==> src/rtl/music_sequencer.sv <==
// Beat-timed music ROM address generator and two-note latch with play/pause/restart.
// Define MUSIC_LOOP_EN to loop back to address 0 at end of tune instead of stopping.
module music_sequencer #(
  parameter int         CLK_HZ   = 100_000_000,
  parameter int         BEAT_HZ  = 8,
  parameter int         ADDR_W   = 10,
  parameter int         TUNE_LEN = 512,
  parameter logic [6:0] END_CODE = 7'h7F
) (
  input  logic              sys_clk,
  input  logic              sys_rst_n,
  input  logic              play,
  input  logic              restart,
  output logic [ADDR_W-1:0] rom_addr,
  input  logic [6:0]        rom_note1,
  input  logic [6:0]        rom_note2,
  output logic [6:0]        note1,
  output logic [6:0]        note2,
  output logic              beat_strobe,
  output logic              playing,
  output logic              tune_done
);
  localparam int BEAT_CYC = CLK_HZ / BEAT_HZ;
  localparam int PRE_W = (BEAT_CYC > 1) ? $clog2(BEAT_CYC) : 1;
  localparam logic [PRE_W-1:0] PRE_LAST = PRE_W'(BEAT_CYC - 1);
  localparam logic [ADDR_W-1:0] ADDR_LAST = ADDR_W'(TUNE_LEN - 1);
`ifdef MUSIC_LOOP_EN
  localparam logic LOOP = 1'b1;
`else
  localparam logic LOOP = 1'b0;
`endif

  typedef enum logic [2:0] {
    IDLE  = 3'd0,
    FETCH = 3'd1,
    READ  = 3'd2,
    HOLD  = 3'd3,
    PAUSE = 3'd4
  } state_t;

  state_t             state, state_next;
  logic [PRE_W-1:0]   presc, presc_next;
  logic [ADDR_W-1:0]  addr_next;
  logic [6:0]         note1_next, note2_next;
  logic               strobe_next, done_next, playing_next;
  // Set after a non-looping end of tune: play must drop before playback restarts.
  logic               rearm_wait, rearm_wait_next;
  logic               finish;

  // Next-state, prescaler, address and note selection.
  always_comb begin
    state_next      = state;
    presc_next      = presc;
    addr_next       = rom_addr;
    note1_next      = note1;
    note2_next      = note2;
    strobe_next     = 1'b0;
    done_next       = 1'b0;
    rearm_wait_next = rearm_wait & play;
    finish          = 1'b0;
    if (restart) begin
      addr_next       = '0;
      presc_next      = '0;
      note1_next      = 7'd0;
      note2_next      = 7'd0;
      rearm_wait_next = 1'b0;
      state_next      = play ? FETCH : IDLE;
    end else begin
      case (state)
        IDLE: begin
          note1_next = 7'd0;
          note2_next = 7'd0;
          if (play && !rearm_wait) begin
            state_next = FETCH;
            presc_next = '0;
          end else begin
            state_next = IDLE;
          end
        end
        PAUSE: begin
          if (play) state_next = FETCH;
          else      state_next = PAUSE;
        end
        FETCH, READ, HOLD: begin
          if (!play) begin
            state_next = PAUSE;
            note1_next = 7'd0;
            note2_next = 7'd0;
          end else if (state == READ && rom_note1 == END_CODE) begin
            finish     = 1'b1;
            note1_next = 7'd0;
            note2_next = 7'd0;
          end else begin
            state_next = (state == FETCH) ? READ : HOLD;
            if (state == READ) begin
              note1_next = rom_note1;
              note2_next = rom_note2;
            end else begin
              note1_next = note1;
              note2_next = note2;
            end
            // Terminal count closes the beat; the fetch cycles belong to the beat.
            if (presc == PRE_LAST) begin
              strobe_next = 1'b1;
              presc_next  = '0;
              if (rom_addr == ADDR_LAST) begin
                finish = 1'b1;
              end else begin
                addr_next  = rom_addr + ADDR_W'(1);
                state_next = FETCH;
              end
            end else begin
              presc_next = presc + PRE_W'(1);
            end
          end
        end
        default: state_next = IDLE;
      endcase
      if (finish) begin
        done_next  = 1'b1;
        addr_next  = '0;
        presc_next = '0;
        if (LOOP) begin
          state_next = FETCH;
        end else begin
          state_next      = IDLE;
          rearm_wait_next = 1'b1;
          note1_next      = 7'd0;
          note2_next      = 7'd0;
        end
      end else begin
        done_next = 1'b0;
      end
    end
    playing_next = (state_next == FETCH) || (state_next == READ) || (state_next == HOLD);
  end

  // State and registered outputs.
  always_ff @(posedge sys_clk or negedge sys_rst_n) begin
    if (!sys_rst_n) begin
      state       <= IDLE;
      presc       <= '0;
      rom_addr    <= '0;
      note1       <= 7'd0;
      note2       <= 7'd0;
      beat_strobe <= 1'b0;
      tune_done   <= 1'b0;
      playing     <= 1'b0;
      rearm_wait  <= 1'b0;
    end else begin
      state       <= state_next;
      presc       <= presc_next;
      rom_addr    <= addr_next;
      note1       <= note1_next;
      note2       <= note2_next;
      beat_strobe <= strobe_next;
      tune_done   <= done_next;
      playing     <= playing_next;
      rearm_wait  <= rearm_wait_next;
    end
  end
endmodule
==> config.mk <==
export PLATFORM = sky130hd
export DESIGN_NAME = music_sequencer
export DESIGN_NICKNAME = d
export VERILOG_FILES = /design/src/rtl/music_sequencer.sv
export SDC_FILE = /design/constraint.sdc
export NUM_CORES = 1
export LEC_CHECK = 0
export CORE_UTILIZATION = 36
export DETAILED_ROUTE_END_ITERATION = 8
export GPL_TIMING_DRIVEN = 0
export SLEW_MARGIN = 15
export SYNTH_ARGS = -nofsm -noshare
export SYNTH_HDL_FRONTEND = slang
export SYNTH_SLANG_ARGS = --single-unit
==> constraint.sdc <==
create_clock -name sys_clk -period 2.9 [get_ports sys_clk]
set_input_delay 0.58 -clock sys_clk [delete_from_list [all_inputs] [get_ports sys_clk]]
set_output_delay 0.58 -clock sys_clk [all_outputs]
set_load 0.02 [all_outputs]
==> flow_summary.rst <==
.. list-table::
   :header-rows: 1

   * - Metric
     - Value
   * - Worst hold path class
     - input pin to asynchronous set/reset pin
   * - Final weighted congestion in routability-driven placement
     - 0.8136
   * - Number of placed instances with taps included
     - 447
   * - Layout Area Growth over Synthesis
     - 23.71%
   * - Crit Path Category
     - input pin to register
   * - Antenna violations before repair
     - 0
   * - Overall die width
     - 91.47 um
   * - Final std cells w/o fill
     - 455
   * - Clock root cell
     - clkbuf_8
   * - Number of buffers inserted by post-CTS setup repair
     - 0
   * - Endpoint class of the critical path
     - register
   * - Maximum root-to-sink buffer count
     - 2
   * - First-pass DRT Iterations
     - 4
   * - Minimum setup slack in the final design
     - 231.0 ps
   * - Total track usage
     - between 10% and 20%
   * - Status
     - finished clean
   * - Synth warnings
     - 0
   * - CP Data Required Time
     - 3130 ps
   * - Worst-Skew Late Latency
     - 310 ps
   * - Period utilization
     - 92.03%
   * - Diode count
     - 0
   * - Utilization after layout
     - 46.13%
   * - Number of distinct library cells after synthesis
     - 53
   * - Part of the Yosys area used for sequential elements
     - 47.76%
   * - H-tree depth
     - 2
   * - Die height
     - 91.47 um
   * - Most common flop cell mapped by yosys
     - dfrtp_1
   * - Number of nets in the layout
     - between 300 and 400
   * - Number of cells produced by synthesis
     - 301
   * - Leakage power
     - 1.436 nW
   * - I/O pin total
     - 45
   * - Net switching share of the total power
     - roughly a quarter
   * - Clock buffer count from CTS
     - 5
   * - Residual DRC
     - 0
   * - Number of enable flip-flop cells after synthesis
     - 0
   * - Worst clock skew
     - approximately 10 ps
   * - Cell internal pwr
     - 0.001125 W
   * - Number of I/O port buffers
     - 44
   * - Overall routed net length
     - approximately 7000 um
   * - Worst rel slew slack
     - a little over half
   * - First-pass GRT wire length
     - 12160 um
   * - Final-layout fill cell count
     - 750
   * - Final hold slack
     - 318.0 ps
   * - Number of synthesized register bits
     - 55
   * - Post-DR wirelength/cell
     - 15.30 um
   * - Final Hold Violating Endpoints
     - 0
   * - Initial Utilization
     - 37.29%
   * - Via count of the first global-routing pass
     - 2416
   * - CTS clk-pin slew, worst paths
     - 100 ps
   * - Post-synthesis cell area
     - 2882 um^2
   * - Drt initial violations
     - ~60
   * - Post-Synthesis Net Count
     - between 300 and 400
   * - Standard cell core area
     - 7727 um^2
   * - Hpwl dp
     - 4854 um
   * - Number of vias per cell
     - roughly 5.5
   * - Setup violators final
     - 0
   * - Number of hold-repair buffers added at the cts stage
     - 0
   * - Routed Antenna Nets
     - 0
   * - Global route overflow
     - 0
   * - Vias after detailed routing
     - 2517
   * - WP data arrival
     - 2900 ps
   * - TNS Setup
     - 0 ps
   * - Combinational group share of total power
     - 10.8%
   * - Seq pwr share
     - 53.5%
   * - Share of synthesized flip-flops with an asynchronous set or reset
     - 100.0%
   * - Slew at the pin with the worst max-slew slack
     - between 600 and 700 ps
   * - Launching element type of the critical path
     - input pin
   * - P_sw
     - roughly 0.00036 W
   * - Place WS
     - -40.40 ps
   * - Site row count
     - 32
   * - Areal power density over the cells
     - 417.6 nW/um^2
   * - Number of maximum-capacitance constraint violations
     - 0
   * - Share of layout cells above drive strength 1
     - between 8 and 9%
   * - IR drop worst, VDD
     - 0.2752 mV
   * - Maximum number of pins on one net before global-route repair
     - 56
   * - Sinks on the clock net
     - 55
   * - Final critical-path required period
     - around 2700 ps
   * - Average size of a mapped cell
     - 9.573 um^2
   * - RSZ-0062 raised after global routing
     - no
   * - Highest achievable clock rate
     - 374.7 MHz
   * - Clock tree from TritonCTS
     - yes
   * - Maximum fanout count along the critical path
     - 10
   * - Clock share of power
     - 35.6%
   * - Count of pins over their slew limit
     - 0
   * - Die area
     - 8366 um^2
   * - Number of cells upsized or downsized after cts
     - 0
[area by class of cell]
cell class / instances / area [um^2] / area share, %
multi-input combinational: 231 / 1433 / 40.19
tap: 102 / 127.6 / 3.580
clock inverter: 2 / 35.03 / 0.9828
timing repair buffer: 44 / 437.9 / 12.29
sequential: 55 / 1376 / 38.61
clock buffer: 6 / 82.58 / 2.317
inverter: 5 / 18.77 / 0.5265
buffer: 10 / 53.80 / 1.509
[flip-flops by register name, indices dropped and copies added (netlist names)]
register and cells:
tune_done 1, note1 7, playing 1, rom_addr 10, rearm_wait 1, state 3
note2 7, beat_strobe 1, presc 24
[worst max-delay path: stages]
cell	delay, ps
clkdlybuf4s50_1	640
and2b_1	230
o21ai_0	160
or3_1	320
buf_2	200
nor2_2	250
buf_4	230
a31oi_1	90
a31oi_1	180
[placed cells by master, fill, tap and decap left out, types with 4 or more instances in the layout]
cell	n
nor2b_1	5
or3_1	6
o21ai_0	18
nand2_1	33
buf_2	4
a21oi_1	20
inv_1	5
a31oi_1	12
nor3_1	10
clkdlybuf4s50_1	43
a22o_1	14
nand3_1	17
dfrtp_1	55
and3_1	5
nor2_1	20
clkbuf_8	6
and2_1	4
clkbuf_1	4
nand4_1	8
and4_1	4
[worst paths after layout]
| kind | start | to | slack, ps | depth (start not counted) |
|---|---|---|---|---|
| setup reg to reg | presc[0] | note2[3] | 330 | 8 |
| max in group asynchronous | sys_rst_n | state[1] | 2120 | 1 |
| setup / recovery | play | presc[16] | 230 | 9 |
| hold reg to reg | presc[20] | presc[20] | 500 | 1 |
| min in group sys_clk | presc[20] | presc[20] | 500 | 1 |
| hold / removal | sys_rst_n | note1[4] | 320 | 1 |
[synth_stat cells, types with 3 or more instances]
cell	count	area [um^2]
nor2b_1	5	31.28
and4_1	4	35.03
or3_1	6	37.54
o21ai_0	18	90.09
a22o_1	14	122.6
xor2_1	3	26.28
nor2_1	20	75.07
inv_1	5	18.77
xnor2_1	3	26.28
and3_1	5	31.28
a41oi_1	3	26.28
and2_1	4	25.02
nand2_1	33	123.9
nor4_1	3	18.77
nor3_1	10	50.05
dfrtp_1	55	1376
a21oi_1	20	100.1
clkbuf_1	4	15.01
a31oi_1	12	75.07
buf_2	4	20.02
o31ai_1	3	22.52
nand4_1	8	50.05
nand3_1	17	85.08
[stage by stage]
stage	total power [W]	cell area [um^2]
6_report	0.001489	3565
5_1_grt	0.001554	3565
4_1_cts	0.001512	3565
3_5_place_dp	0.0009740	3447
3_3_place_gp	0.0009727	3450
2_1_floorplan	0.0008908	2882
[power by group through the flow]
stage	Sequential (W)	Clock (W)	Combinational [W]
2_1_floorplan	0.000816	0	0.0000745
3_3_place_gp	0.000811	0	0.000161
3_5_place_dp	0.000812	0	0.000162
4_1_cts	0.000797	0.000553	0.000163
5_1_grt	0.000801	0.000575	0.000177
6_report	0.000797	0.000530	0.000161
[layer usage]
metal	global-route usage [%]	vias to the layer above	share of wire [%]	wire, um
met5	0	-	0	0
met2	28.32	50	46	3234
met4	4.365	0	0.46	32
met1	25.16	1235	50	3448
met3	3.266	4	3.5	247
li1	-	1228	-	-
[cells by family after synthesis]
family	share of synthesized area, %
AOI/OAI and AO/OA	19.76
DFF	47.76
adders and majority gates	0.8683
muxes	0.6948
buffers and inverters	2.518
and+or+nand+nor	26.57
xor gates and xnor gates	1.824
No activity file was read; power rests on OpenSTA's default activity.
